**src/rtl/clkrec_pkg.sv**
```systemverilog
// Shared constants and width helpers for the clock-recovery front end.
package clkrec_pkg;

  localparam logic MODE_MAX = 1'b0;
  localparam logic MODE_AVG = 1'b1;

  // Bits needed to index n items; never less than one.
  function automatic int clog2_w(input int n);
    return (n <= 2) ? 1 : $clog2(n);
  endfunction

endpackage

```
**src/rtl/clkrec_decim.sv**
```systemverilog
// Max/average decimator: one output sample per DECIM accepted input samples.
module clkrec_decim
  import clkrec_pkg::*;
#(
  parameter int DW    = 12,
  parameter int DECIM = 4
) (
  input  logic                 clk,
  input  logic                 rst,
  input  logic                 in_valid,
  input  logic signed [DW-1:0] din,
  input  logic                 mode,
  output logic                 dec_valid,
  output logic signed [DW-1:0] dec_data
);

  localparam int LW = clog2_w(DECIM);
  localparam int AW = DW + LW;
  localparam logic [LW-1:0] LAST = LW'(DECIM - 1);

  logic [LW-1:0]        cnt_r;
  logic                 mode_r;
  logic signed [AW-1:0] acc_r;
  logic                 dec_valid_r;
  logic signed [DW-1:0] dec_data_r;

  logic                 first_s;
  logic                 last_s;
  logic                 mode_s;
  logic signed [AW-1:0] din_ext_s;
  logic signed [AW-1:0] acc_nxt_s;
  logic signed [AW-1:0] avg_s;

  // Next accumulator value; the first sample of a window seeds it and picks the mode.
  always_comb begin
    first_s   = (cnt_r == {LW{1'b0}});
    last_s    = (cnt_r == LAST);
    din_ext_s = {{LW{din[DW-1]}}, din};
    mode_s    = first_s ? mode : mode_r;
    if (first_s) begin
      acc_nxt_s = din_ext_s;
    end else if (mode_s == MODE_AVG) begin
      acc_nxt_s = acc_r + din_ext_s;
    end else if (din_ext_s > acc_r) begin
      acc_nxt_s = din_ext_s;
    end else begin
      acc_nxt_s = acc_r;
    end
    avg_s = acc_nxt_s >>> LW;
  end

  // Window state and registered decimated output.
  always_ff @(posedge clk or negedge rst) begin
    if (!rst) begin
      cnt_r       <= {LW{1'b0}};
      mode_r      <= MODE_MAX;
      acc_r       <= {AW{1'b0}};
      dec_valid_r <= 1'b0;
      dec_data_r  <= {DW{1'b0}};
    end else if (in_valid) begin
      acc_r <= acc_nxt_s;
      if (first_s) begin
        mode_r <= mode;
      end
      if (last_s) begin
        cnt_r       <= {LW{1'b0}};
        dec_valid_r <= 1'b1;
        dec_data_r  <= (mode_s == MODE_AVG) ? avg_s[DW-1:0] : acc_nxt_s[DW-1:0];
      end else begin
        cnt_r       <= cnt_r + LW'(1'b1);
        dec_valid_r <= 1'b0;
      end
    end else begin
      dec_valid_r <= 1'b0;
    end
  end

  assign dec_valid = dec_valid_r;
  assign dec_data  = dec_data_r;

endmodule

```
**src/rtl/clkrec_core.sv**
```systemverilog
// Clock recovery: decimate, slice with hysteresis, debounce, and measure the
// recovered period in decimated samples.
module clkrec_core
  import clkrec_pkg::*;
#(
  parameter int DW    = 12,
  parameter int DECIM = 4,
  parameter int HOLD  = 2,
  parameter int PW    = 16
) (
  input  logic                 clk,
  input  logic                 rst,
  input  logic                 in_valid,
  input  logic signed [DW-1:0] din,
  input  logic                 mode,
  input  logic signed [DW-1:0] thr_hi,
  input  logic signed [DW-1:0] thr_lo,
  output logic                 dec_valid,
  output logic signed [DW-1:0] dec_data,
  output logic                 out,
  output logic                 out_rise,
  output logic [PW-1:0]        period,
  output logic                 period_valid
);

  localparam int HW = clog2_w(HOLD + 1);
  localparam logic [HW-1:0] HOLD_M1 = HW'(HOLD - 1);
  localparam logic [PW-1:0] PER_MAX = {PW{1'b1}};

  logic                 dec_valid_s;
  logic signed [DW-1:0] dec_data_s;
  logic                 raw_r;
  logic                 raw_s;
  logic [HW-1:0]        deb_r;
  logic                 out_r;
  logic                 out_rise_r;
  logic                 armed_r;
  logic [PW-1:0]        per_cnt_r;
  logic [PW-1:0]        per_inc_s;
  logic [PW-1:0]        period_r;
  logic                 period_valid_r;
  logic                 toggle_s;
  logic                 rise_s;

  clkrec_decim #(
    .DW    (DW),
    .DECIM (DECIM)
  ) u_decim (
    .clk       (clk),
    .rst       (rst),
    .in_valid  (in_valid),
    .din       (din),
    .mode      (mode),
    .dec_valid (dec_valid_s),
    .dec_data  (dec_data_s)
  );

  // Hysteresis slicer, debounce decision and saturating period increment.
  always_comb begin
    if (dec_valid_s) begin
      if (dec_data_s > thr_hi) begin
        raw_s = 1'b1;
      end else if (dec_data_s < thr_lo) begin
        raw_s = 1'b0;
      end else begin
        raw_s = raw_r;
      end
    end else begin
      raw_s = raw_r;
    end
    toggle_s  = dec_valid_s && (raw_s != out_r) && (deb_r == HOLD_M1);
    rise_s    = toggle_s && !out_r;
    per_inc_s = (per_cnt_r == PER_MAX) ? per_cnt_r : per_cnt_r + PW'(1'b1);
  end

  // Debounced output, edge strobe and period capture.
  always_ff @(posedge clk or negedge rst) begin
    if (!rst) begin
      raw_r          <= 1'b0;
      deb_r          <= {HW{1'b0}};
      out_r          <= 1'b0;
      out_rise_r     <= 1'b0;
      armed_r        <= 1'b0;
      per_cnt_r      <= {PW{1'b0}};
      period_r       <= {PW{1'b0}};
      period_valid_r <= 1'b0;
    end else begin
      out_rise_r     <= rise_s;
      period_valid_r <= rise_s && armed_r;
      if (dec_valid_s) begin
        raw_r <= raw_s;
        if (raw_s == out_r) begin
          deb_r <= {HW{1'b0}};
        end else if (toggle_s) begin
          deb_r <= {HW{1'b0}};
          out_r <= ~out_r;
        end else begin
          deb_r <= deb_r + HW'(1'b1);
        end
        // The first rise after reset only arms the measurement.
        if (rise_s) begin
          per_cnt_r <= {PW{1'b0}};
          armed_r   <= 1'b1;
          if (armed_r) begin
            period_r <= per_inc_s;
          end
        end else begin
          per_cnt_r <= per_inc_s;
        end
      end
    end
  end

  assign dec_valid    = dec_valid_s;
  assign dec_data     = dec_data_s;
  assign out          = out_r;
  assign out_rise     = out_rise_r;
  assign period       = period_r;
  assign period_valid = period_valid_r;

endmodule

```
**config.mk**
```make
export PLATFORM = sky130hd
export DESIGN_NAME = clkrec_core
export DESIGN_NICKNAME = d
export VERILOG_FILES = /design/src/rtl/clkrec_pkg.sv /design/src/rtl/clkrec_decim.sv /design/src/rtl/clkrec_core.sv
export SDC_FILE = /design/constraint.sdc
export NUM_CORES = 1
export LEC_CHECK = 0
export BUFFER_PORTS_ARGS = -buffer_cell sky130_fd_sc_hd__buf_2
export CAP_MARGIN = 20
export CORE_MARGIN = 2
export CORE_UTILIZATION = 35
export CTS_CLUSTER_SIZE = 10
export DETAILED_ROUTE_END_ITERATION = 8
export GPL_ROUTABILITY_DRIVEN = 0
export PLACE_DENSITY_LB_ADDON = 0.1
export SLEW_MARGIN = 20
export SYNTH_ARGS = -nofsm -noshare
export SYNTH_HDL_FRONTEND = slang
export SYNTH_SLANG_ARGS = --single-unit
```
**constraint.sdc**
```tcl
create_clock -name clk -period 2.9 [get_ports clk]
set_input_delay 0.145 -clock clk [delete_from_list [all_inputs] [get_ports clk]]
set_output_delay 0.145 -clock clk [all_outputs]
set_load 0.03 [all_outputs]
```
# --- Yosys cells after proc, flatten, opt, wreduce, memory -nomap -nowiden ---
# Cells that the tools add are included.
# Widths: inputs -> output; s select.
classes:
  n_addsub: 4
  mux: 15
  bitwise_logic: 2
  order_cmp: 3
  shifts: 0
  n_mul: 0
  div: 0
  eq_ne: 5
  n_reduce_logical: 10
ops:
  columns: ["cell", "count"]
  rows:
  - ["$mux 14", 3]
  - ["$mux 16", 2]
  - ["$add 16x1->16 const B", 1]
  - ["$eq 16x16->1 const B", 1]
  - ["$add 14x12->14", 1]
  - ["$gt 12x14->1", 1]
  - ["$gt 12x12->1", 1]
  - ["$lt 12x12->1", 1]
  - ["$mux 12", 1]
  - ["$mux 1", 6]
  - ["$mux 2", 3]
  - ["$reduce_and 3->1", 2]
  - ["$add 2x1->2 const B", 2]
  - ["$logic_and 1x1->1", 4]
  - ["$reduce_and 2->1", 2]
  - ["$eq 2x1->1 const B", 1]
  - ["$eq 2x2->1 const B", 1]
  - ["$logic_not 2->1", 1]
  - ["$not 1->1", 2]
  - ["$eq 1x1->1", 1]
  - ["$logic_not 1->1", 1]
  - ["$ne 1x1->1", 1]
word_totals:
  latchBits: 0
  mem_bits_rw: 0
  word_cells: 52
  out_inout_bits: 32
  register_bits: 69
  in_bits: 40
  n_memories: 0
  mem_bits_ro: 0

# --- Depth between registers and ports, before layout ---
# Gate-level depths: netlist of the first run.
logic_depth:
  word_depth: 9
  depth_mapped: 13
  ltp_nobuf: 11

# --- Hierarchy ---
# From an unflattened synthesis of the first run, not the netlist that was laid out.
hier_totals:
  cells_unflattened: 618
  hier_area_um2: 5531.6
by_module_without_submodules:
  columns: ["mod", "area_each_um2", "cells_each", "instances", "seq_area_each_um2"]
  rows:
  - ["clkrec_decim", 2896.5, 336, 1, 750.7]
  - ["clkrec_core", 2635.0, 282, 1, 975.9]

# --- Worst setup path before layout of the first run ---
# OpenSTA, ideal clock, no wires.
synth_timing:
  kind: "register -> register"
  startpoint: "register u_decim.acc_r[0]"
  endpoint: "register u_decim.dec_data_r[6] (netlist: u_decim.dec_data[6])"
  t_arrival_ps: 2463
  path_buffers: 0
  stages_incl_launch_ff: 11
  setup_ps: 126
  setup_slack_ps: 311
  t_required_ps: 2774
  synth_period_minus_slack_ps: 2589
  cell_sequence: "dfrtp_1 > ha_1 > inv_1 > fa_1 > or2_1 > a221oi_1 > o21bai_1 > a31oi_1 > nand2_2 > a21o_1 > a221o_1"
synth_via:
  elab_chain_len: 5
  elab_cells_between_ends: 6
  classes_between: "add/sub: 1; order compare: 1; mux: 4"
synth_lines:
  columns: ["element", "line_no", "rtl"]
  rows:
  - ["start: declaration", "clkrec_decim.sv:23", "logic signed [AW-1:0] acc_r;"]
  - ["start signal: assignment", "clkrec_decim.sv:57", "acc_r <= {AW{1'b0}};"]
  - ["start signal: assignment", "clkrec_decim.sv:61", "acc_r <= acc_nxt_s;"]
  - ["$gt 12x14->1", "clkrec_decim.sv:44", "end else if (din_ext_s > acc_r) begin"]
  - ["$mux 14", "clkrec_decim.sv:44", null]
  - ["$mux 14 (*)", "clkrec_decim.sv:42", "end else if (mode_s == MODE_AVG) begin"]
  - ["$mux 14 (*)", "clkrec_decim.sv:40", "if (first_s) begin"]
  - ["$mux 12 (*)", "clkrec_decim.sv:68", "dec_data_r <= (mode_s == MODE_AVG) ? avg_s[DW-1:0] : acc_nxt_s[DW-1:0];"]
  - ["end signal: assignment", "clkrec_decim.sv:59", "dec_data_r <= {DW{1'b0}};"]
  - ["end signal: assignment", "clkrec_decim.sv:68", null]
  - ["end: declaration", "clkrec_decim.sv:25", "logic signed [DW-1:0] dec_data_r;"]
# Mark *: on every way between the ends. The rest lies on a longest branch, timed or not.
# A chain may end at the register's enable or synchronous reset.

# --- Worst setup path in the final report of the first run ---
# Same ends and word-level chain as after synthesis.

==> results.py, run 1 <==
metrics = {
    "outcome": {
        "outcome": "complete, no violations",
    },
    "yosys": {
        "ys_warn_count": 0,
        "ys_seq_area_share_pct": 33.4,
        "synth_top_area_share_pct": 33.4,
        "ys_ff_latch": 69,
        "synth_fp_nets": 703,
        "synth_ff_type": "dfrtp_1",
        "synth_cell_types": 69,
        "syn_avg_cell_area_um2": 8.49,
        "netlist_top_cells_area": "dfrtp_1 (33%), ha_1 (13%), inv_1 (4.8%)",
        "syn_area_um2": 5170,
        "yosys.area.top_type": "dfrtp_1",
        "synth_cells": 609,
        "async_flop_share_pct": 100,
        "synth_edf_count": 0,
    },
    "floorplan": {
        "ios": 72,
        "die_h_um": 126,
        "row_count": 44,
        "core_area_um2": 14500,
        "die_x_um": 126,
        "start_util_pct": 35.7,
        "dieArea_um2": 15800,
    },
    "power_and_ir_drop": {
        "powerDensity_nw_per_um2": 1100,
        "peakVddDrop_uv": 362,
        "leakagePower_nw": 3.02,
        "finalPower_mw": 6.78,
    },
    "drt": {
        "drc": 0,
        "drt-total-wl_um": 14900,
        "ant_nets": 0,
        "dr.pass1.iters": 5,
        "routed_via_density": 5.35,
        "drtIter0Drc": 197,
        "via_count": 4738,
        "wl_per_cell_um": 16.8,
    },
    "global_route": {
        "antenna_found_initial": 0,
        "grt_use_met2_pct": 29.0,
        "grt_pass1_wl_um": 24400,
        "use_met1_pct": 28.2,
        "grt_overflow": 0,
        "grt_pass1_vias": 4632,
        "grt_usage_pct": 19.3,
        "grt_max_degree": 70,
        "grt_use_met3_pct": 3.17,
        "grt.busiest_layer": "met2",
    },
    "timing": {
        "worst_pin_slew_ns": 0.927,
        "setup_ws_ns": 0.202,
        "period_share_pct": 93.1,
        "min_period_ns": 2.70,
        "slew_headroom_pct": 38.2,
        "fin_skew_ns": 0.00862,
        "slew_viol_final": 0,
        "rsz0062_at_grt": "no",
        "hold_viol": 0,
        "setup_viol": 0,
        "setup_tns_ns": 0,
        "fmax_mhz": 371,
    },
    "setup_path": {
        "crit_arrival_ns": 2.92,
        "crit_slowest_cell": "fa_1",
        "max_stage_delay_ns": 0.39,
        "path_class": "reg -> reg",
        "end_kind": "register",
        "critPathMaxFanout": 3,
        "crit_chain": "ha_1, inv_1, fa_1, or2_1, a221oi_2, o21bai_1, a31oi_1, nand2_2, a21o_1, a221o_1",
        "crit_path_start_kind": "register",
        "required_ns": 3.12,
    },
    "final_layout": {
        "area.sequential_um2": 1730,
        "nFillCells": 1472,
        "stdcell_count": 885,
        "fin_util_pct": 42.5,
        "final_common_cell": "buf_2",
        "synthToLayoutAreaGrowth_pct": 19.1,
        "antenna_cells": 0,
        "multi_input_area_um2": 3100,
        "fin_nets": 790,
        "drive_above_1_share_pct": 19.4,
        "final_cell_mix": "buf_2 (70), dfrtp_1 (69), inv_1 (66), nand2_1 (63), ha_1 (51)",
    },
    "clock_network": {
        "cts_made_buffers": 9,
        "clockRootBuffer": "clkbuf_16",
        "tritoncts": "done",
        "clock_path_buffers": 2,
        "h-tree-depth": 3,
        "cts.sinks": 69,
        "clk_latency_ns": 0.34,
        "clkTransAtPathRegs_ns": 0.06,
    },
    "flow_run": {
        "cap_violations": 0,
    },
    "worst_hold_path": {
        "hold_path.class": "in -> reg",
    },
    "place": {
        "post-place-cells": 863,
        "hpwl_um": 11100,
        "numPortBuffers": 71,
        "post-place-ws_ns": 0.109,
    },
}
## path summary, 6_finish.rpt
| path | depth (start not counted) | slack, ns | startpoint | end |
|---|---|---|---|---|
| worst max-delay path | 10 | 0.20 | u_decim.acc_r[0]$_DFFE_PN0P_ | u_decim.dec_data[6]$_DFFE_PN0P_ |
| worst min-delay path | 3 | 0.05 | din[0] | u_decim.acc_r[0]$_DFFE_PN0P_ |
| worst max register to register | 10 | 0.20 | u_decim.acc_r[0]$_DFFE_PN0P_ | u_decim.dec_data[6]$_DFFE_PN0P_ |
| worst min register to register | 2 | 0.47 | period[14]$_DFFE_PN0P_ | period[14]$_DFFE_PN0P_ |
| max in group asynchronous | 2 | 1.81 | rst | u_decim.acc_r[3]$_DFFE_PN0P_ |
| min in group asynchronous | 2 | 0.46 | rst | u_decim.acc_r[7]$_DFFE_PN0P_ |
## worst max-delay path, delay by kind of cell (launching register included)
kind | cells | cell delay [ns]
buffers and inverters | 1 | 0.05
and+or+nand+nor | 2 | 0.34
AOI/OAI and AO/OA | 5 | 1.28
DFF | 1 | 0.35
adders and majority gates | 2 | 0.56
## metal layers
metal  up-vias  wire, µm
met3        13       777
met4         0       160
met5         -         0
li1       2353         -
met2       133      6410
met1      2239      7520
## through the flow
stage          hold WS [ns]  instance area, µm²
6_report             0.0513                6160
5_1_grt               0.112                6160
4_1_cts              0.0375                6100
3_5_place_dp          0.356                5790
3_3_place_gp          0.346                5790
2_1_floorplan        -0.151                5170
## registers in the layout, indices dropped and copies added, names as in the netlist
register / cells
armed_r: 1
deb_r: 2
period: 16
u_decim.cnt_r: 2
period_valid: 1
per_cnt_r: 16
u_decim.dec_data: 12
out_rise: 1
u_decim.acc_r: 14
u_decim.mode_r: 1
raw_r: 1
u_decim.dec_valid: 1
out: 1
## area by class of cell
cell class,instances,share of cell area [%]
repair buffers,97,9.02
inverters,66,4.02
clock buffers,11,3.94
clock inverters,5,0.955
multi-input cells,453,50.3
flip-flops and latches,69,28.0
well taps,184,3.74
## timing repair
item / CTS / global route
buffers inserted: 0 / 5
endpoints found under the hold margin: 23 / 0
gates resized for setup: 0 / 5
hold buffers: 1 / 0
setup endpoints to repair: 0 / 20
## power breakdown
| group | internal (mW) | switching (mW) |
|---|---|---|
| combinational | 1.51 | 2.39 |
| clock | 0.691 | 0.442 |
| sequential | 1.36 | 0.386 |
| total | 3.56 | 3.22 |
## cell families (layout without fill, tap and decap cells)
kind of cell	after synthesis	after routing	synth area share [%]
AO/OA/AOI/OAI	187	187	24.4
XOR/XNOR	19	19	3.22
adder cells (fa/ha/maj)	54	54	13.2
buffers and inverters	87	179	7.14
flip-flops	69	69	33.4
multiplexers	5	5	1.02
AND/OR/NAND/NOR	188	188	17.6
## cells in the mapped netlist, types with 3 or more instances
library cell,number
a211o_1,3
nor4_1,4
and4_1,3
nand4_1,6
o21ai_0,40
nand2b_1,6
o22ai_1,6
clkbuf_1,13
a21o_1,15
xor2_1,5
a21oi_1,43
a31oi_1,17
a221o_1,4
a22oi_1,8
nand2_1,63
o221ai_1,6
nor3b_1,3
nor3_2,4
a211oi_1,3
buf_2,3
ha_1,53
dfrtp_1,69
or3_1,5
o31ai_1,4
inv_1,66
nor2b_1,5
and2_1,3
or2_2,4
o2bb2ai_1,3
o21ai_1,3
and3_1,6
nor2_1,48
o211ai_1,3
nor3_1,8
o21a_1,5
mux2i_1,3
xnor2_1,14
nand3_1,13
No activity file was read; power rests on OpenSTA's default activity.
==> inputs of run 2 (changes only) <==
- clock period: 2.9 -> 3.03 ns (I/O delays scaled with it)
==> run 2 against run 1 <==
  * Non-clock buffer count is 7 lower
  * Total power down 3.8%
  * Clock skew is essentially flat
  * Critical path type unchanged
==> results.py, run 2 (synthesized netlist as in run 1, its figures left out) <==
metrics = {
    "setup_path": {
        "max_stage_delay_ns": 0.42,
        "r2r_slack_ns": 0.16,
        "r2r_cells": 10,
        "critPathMaxFanout": 11,
        "crit_cells": 10,
        "worstReg2RegStart": "u_decim.acc_r[11]$_DFFE_PN0P_",
        "crit_path_start_kind": "register",
        "crit_arrival_ns": 3.07,
        "end_kind": "register",
        "path_delay_family": "compound AO/OA/AOI/OAI gates",
        "path_buf_inv": 2,
        "crit_slowest_cell": "a222oi_1",
        "required_ns": 3.23,
        "crit_start": "u_decim.acc_r[11]$_DFFE_PN0P_",
        "crit_path_end": "u_decim.acc_r[3]$_DFFE_PN0P_",
        "worstReg2RegEnd": "u_decim.acc_r[3]$_DFFE_PN0P_",
        "path_class": "reg -> reg",
        "crit_chain": "inv_1, ha_1, nand4_1, nor3_2, o31ai_1, a222oi_1, buf_4, nor2_2, a311oi_1, a21oi_1",
    },
    "place": {
        "hpwl_um": 11000,
        "post-place-cells": 861,
        "placed_area_um2": 5770,
        "numPortBuffers": 71,
    },
    "power_and_ir_drop": {
        "peakVddDrop_uv": 321,
        "swShare_pct": 46.6,
        "leakagePower_nw": 3.02,
        "pwr-share-seq_pct": 25.9,
        "powerDensity_nw_per_um2": 1060,
        "pwr-share-clk_pct": 19.2,
        "p_int_mw": 3.49,
        "pwr-share-comb_pct": 54.9,
        "p_switching_mw": 3.04,
    },
    "clock_network": {
        "clkTransAtPathRegs_ns": 0.06,
        "cts.sinks": 69,
        "clock_path_buffers": 2,
        "cts_made_buffers": 9,
        "clk_latency_ns": 0.34,
        "clockRootBuffer": "clkbuf_16",
        "tritoncts": "done",
        "h-tree-depth": 3,
    },
    "timing": {
        "setup_viol": 0,
        "slew_headroom_pct": 38.6,
        "setup_tns_ns": 0,
        "fmax_mhz": 348,
        "fin_skew_ns": 0.00843,
        "min_period_ns": 2.87,
        "slew_viol_final": 0,
        "rsz0062_at_grt": "no",
        "hold_viol": 0,
        "worst_pin_slew_ns": 0.921,
        "period_share_pct": 94.8,
        "hold_slack_ns": 0.0586,
    },
    "global_route": {
        "grt_overflow": 0,
        "grt_pass1_vias": 4529,
        "grt_pass1_wl_um": 23900,
        "grt_max_degree": 70,
        "grt_usage_pct": 19.1,
        "antenna_found_initial": 0,
    },
    "drt": {
        "via_count": 4661,
        "ant_nets": 0,
        "wl_per_cell_um": 16.6,
        "drc": 0,
        "drt-total-wl_um": 14600,
        "dr.pass1.iters": 5,
        "routed_via_density": 5.31,
        "drtIter0Drc": 325,
    },
    "final_layout": {
        "antenna_cells": 0,
        "fin_nets": 783,
        "fin_area_um2": 6140,
        "final_common_cell": "buf_2",
        "synthToLayoutAreaGrowth_pct": 18.7,
        "drive_above_1_share_pct": 18.2,
        "nFillCells": 1465,
        "stdcell_count": 878,
        "final_cell_mix": "buf_2 (70), dfrtp_1 (69), inv_1 (66), nand2_1 (63), ha_1 (53)",
    },
    "worst_hold_path": {
        "hold_path.class": "in -> reg",
    },
    "floorplan": {
        "start_util_pct": 35.7,
        "row_count": 44,
        "ios": 72,
        "core_area_um2": 14500,
        "dieArea_um2": 15800,
        "die_x_um": 126,
        "die_h_um": 126,
    },
    "outcome": {
        "outcome": "complete, no violations",
    },
    "flow_run": {
        "cap_violations": 0,
    },
}
run 2: final cells by class:
type | instances | area [µm²] | area share, %
well taps | 184 | 230 | 3.75
flip-flops and latches | 69 | 1730 | 28.1
inverters | 66 | 248 | 4.04
repair buffers | 90 | 503 | 8.20
clock buffers | 11 | 243 | 3.96
clock inverters | 5 | 106 | 1.73
multi-input cells | 453 | 3080 | 50.2
run 2: worst min-delay path by stage:
stage                      start                      endpoint  slack, ns  depth (start not counted)
after floorplan              rst           armed_r$_DFFE_PN0P_      -0.14                          0
after global placement       rst  u_decim.acc_r[4]$_DFFE_PN0P_       0.35                          1
after detailed placement     rst  u_decim.acc_r[4]$_DFFE_PN0P_       0.36                          1
after CTS                 din[0]  u_decim.acc_r[0]$_DFFE_PN0P_       0.05                          3
after global routing      din[0]  u_decim.acc_r[0]$_DFFE_PN0P_       0.07                          3
final                     din[0]  u_decim.acc_r[0]$_DFFE_PN0P_       0.06                          3
run 2: metal layers:
layer	vias up	GRT usage, %	part of all wire [%]
li1	2336	-	-
met1	2194	27.8	50
met2	121	28.6	43
met3	10	3.47	5.8
met4	0	5.82	1.0
met5	-	0	0
run 2: tightest hold or removal path: stages:
cell,delay [ns]
buf_2,0.10
nand2_1,0.05
o221ai_1,0.06
run 2: power by group through the flow:
stage | combinational, mW | clock, mW | sequential, mW
5_1_grt | 3.97 | 1.33 | 1.76
4_1_cts | 3.56 | 1.29 | 1.69
2_1_floorplan | 2.31 | 0 | 1.91
6_report | 3.58 | 1.25 | 1.69
3_5_place_dp | 3.54 | 0 | 1.71
3_3_place_gp | 3.52 | 0 | 1.69
run 2: per-stage QoR:
step / setup slack, ns / power, mW / utilization, %
final: 0.158 / 6.52 / 42.4
after CTS: 0.204 / 6.54 / 42.3
after global placement: 0.282 / 5.21 / 39.9
after detailed placement: 0.227 / 5.25 / 39.9
after global routing: 0.0210 / 7.06 / 42.4
after floorplan: 0.441 / 4.23 / -
run 2: what timing repair did:
| action | in CTS | in global routing |
|---|---|---|
| setup endpoints to repair | 0 | 2 |
| hold buffers | 1 | 0 |
| setup buffers | 0 | 0 |
| resized for setup | 0 | 1 |
| endpoints found under the hold margin | 9 | 0 |
==> inputs of run 3 (changes only) <==
- CORE_MARGIN: 2 -> unset
- CORE_UTILIZATION: 35 -> 59
==> run 3 against run 2 <==
  * Clock power fell by 25%
  * Fmax is 1.1% higher
  * Critical path depth stayed put
  * Utilization grew 29 points
  * Final cell count decreased by 9.3%
  * Die area decreased by 42%
  * Register-to-register slack improved by 0.03 ns
  * Flip-flop and latch count stayed put
  * Combinational power hardly changed
  * Critical path type unchanged
  * Largest cell class unchanged
  * Highest routed layer unchanged
==> results.py, run 3 (synthesized netlist as in run 1, its figures left out) <==
metrics = {
    "drt": {
        "drc": 0,
        "drt-total-wl_um": 13900,
        "drtIter0Drc": 432,
        "wl_per_cell_um": 17.4,
        "routed_via_density": 6.19,
        "dr.pass1.iters": 5,
        "via_count": 4930,
        "ant_nets": 0,
    },
    "floorplan": {
        "die_h_um": 95.6,
        "die_x_um": 95.6,
        "ios": 72,
        "dieArea_um2": 9140,
        "start_util_pct": 62.0,
        "core_area_um2": 8340,
        "row_count": 33,
    },
    "clock_network": {
        "clockRootBuffer": "clkbuf_8",
        "cts.sinks": 69,
        "clock_path_buffers": 2,
        "clkTransAtPathRegs_ns": 0.08,
        "h-tree-depth": 3,
        "cts_made_buffers": 9,
        "clk_latency_ns": 0.36,
        "tritoncts": "done",
    },
    "final_layout": {
        "nFillCells": 672,
        "drive_above_1_share_pct": 17.9,
        "stdcell_count": 796,
        "final_cell_mix": "buf_2 (70), dfrtp_1 (69), inv_1 (66), nand2_1 (63), ha_1 (53)",
        "fin_nets": 781,
        "synthToLayoutAreaGrowth_pct": 14.4,
        "fin_area_um2": 5920,
        "antenna_cells": 0,
        "final_common_cell": "buf_2",
    },
    "timing": {
        "fmax_mhz": 352,
        "slew_headroom_pct": 54.8,
        "hold_viol": 0,
        "fin_skew_ns": 0.0126,
        "period_share_pct": 93.8,
        "setup_tns_ns": 0,
        "min_period_ns": 2.84,
        "worst_pin_slew_ns": 0.676,
        "setup_viol": 0,
        "setup_ws_ns": 0.188,
        "slew_viol_final": 0,
    },
    "flow_run": {
        "cap_violations": 0,
    },
    "setup_path": {
        "r2r_cells": 10,
        "crit_arrival_ns": 3.09,
        "worstReg2RegEnd": "u_decim.dec_data[6]$_DFFE_PN0P_",
        "critPathMaxFanout": 5,
        "worstReg2RegStart": "u_decim.acc_r[0]$_DFFE_PN0P_",
        "crit_path_start_kind": "register",
        "required_ns": 3.27,
        "end_kind": "register",
        "path_class": "reg -> reg",
        "r2r_slack_ns": 0.19,
    },
    "place": {
        "hpwl_um": 10200,
        "post-place-ws_ns": 0.203,
        "post-place-cells": 780,
        "placed_area_um2": 5660,
        "numPortBuffers": 71,
    },
    "global_route": {
        "grt_pass1_vias": 4780,
        "grt_max_degree": 46,
        "grt_pass1_wl_um": 22500,
        "grt_overflow": 0,
        "antenna_found_initial": 0,
        "grt_usage_pct": 32.4,
    },
    "worst_hold_path": {
        "hp-start": "din[0]",
        "hold_path.class": "in -> reg",
        "hold_path_end": "u_decim.acc_r[0]$_DFFE_PN0P_",
        "hold_depth": 3,
    },
    "power_and_ir_drop": {
        "pwr-share-clk_pct": 15.0,
        "pwr-share-comb_pct": 58.0,
        "pwr-share-seq_pct": 26.9,
        "p_switching_mw": 3.01,
        "leakagePower_nw": 2.96,
        "swShare_pct": 48.5,
        "powerDensity_nw_per_um2": 1050,
        "p_int_mw": 3.19,
        "peakVddDrop_uv": 611,
    },
    "outcome": {
        "outcome": "complete, no violations",
    },
}
[run 3: cell types whose count changed in the layout (fill, tap and decap cells not counted), sizes merged]
cell	change
clkbuf	-2
clkinv	+1
buf	-2
[run 3: worst max path at each step]
| stage | start | endpoint | slack [ns] | cells past startpoint |
|---|---|---|---|---|
| CTS | u_decim.acc_r[0]$_DFFE_PN0P_ | u_decim.dec_data[6]$_DFFE_PN0P_ | 0.17 | 10 |
| global placement | u_decim.acc_r[0]$_DFFE_PN0P_ | u_decim.dec_data[6]$_DFFE_PN0P_ | 0.23 | 10 |
| floorplan | u_decim.acc_r[0]$_DFFE_PN0P_ | u_decim.dec_data[6]$_DFFE_PN0P_ | 0.44 | 10 |
| detailed placement | u_decim.acc_r[0]$_DFFE_PN0P_ | u_decim.dec_data[6]$_DFFE_PN0P_ | 0.20 | 10 |
| finish | u_decim.acc_r[0]$_DFFE_PN0P_ | u_decim.dec_data[6]$_DFFE_PN0P_ | 0.19 | 10 |
| global route | u_decim.acc_r[0]$_DFFE_PN0P_ | u_decim.dec_data[6]$_DFFE_PN0P_ | -0.01 | 10 |
[run 3: timing repair]
action | in CTS | in global routing
gates resized for setup | 0 | 2
hold buffers | 0 | 1
endpoints found under the hold margin | 0 | 43
endpoints found under the setup margin | 0 | 2
setup buffers | 0 | 0
[run 3: per-layer routing]
metal / global-route usage [%] / wire (µm) / vias to the layer above
met4: 13.8 / 282 / 0
li1: - / - / 2326
met5: 0 / 0 / -
met2: 50.1 / 6200 / 231
met3: 7.02 / 1130 / 30
met1: 43.7 / 6240 / 2343
[run 3: worst max-delay path, stage by stage (launching register included)]
cell and delay (ns):
dfrtp_1 0.42, ha_1 0.19, inv_1 0.05, fa_1 0.39, or2_1 0.24, a221oi_1 0.43, o21bai_1 0.17, a31oi_2 0.30
nand2_2 0.08, a21o_1 0.18, a221o_1 0.28
[run 3: through the flow]
stage | power (mW) | util, % | hold WS (ns)
floorplan | 4.23 | - | -0.144
global placement | 5.04 | 67.8 | 0.362
detailed placement | 5.16 | 67.8 | 0.377
CTS | 6.12 | 70.6 | 0.00378
global route | 6.65 | 70.9 | 0.0587
finish | 6.20 | 70.9 | 0.0295
[run 3: layout make-up]
| type | instances | area (µm²) | area share (%) |
|---|---|---|---|
| inverter | 66 | 248 | 4.19 |
| timing repair buffer | 88 | 488 | 8.25 |
| clock buffer | 9 | 124 | 2.09 |
| multi-input combinational | 453 | 3090 | 52.2 |
| clock inverter | 6 | 111 | 1.88 |
| tap | 105 | 131 | 2.22 |
| sequential | 69 | 1730 | 29.2 |
[run 3: power by group through the flow]
stage / registers, mW / clock network (mW) / logic [mW]
after floorplan: 1.91 / 0 / 2.31
after global placement: 1.65 / 0 / 3.40
after detailed placement: 1.67 / 0 / 3.49
after CTS: 1.66 / 0.938 / 3.53
after global routing: 1.72 / 0.985 / 3.95
final: 1.67 / 0.933 / 3.60
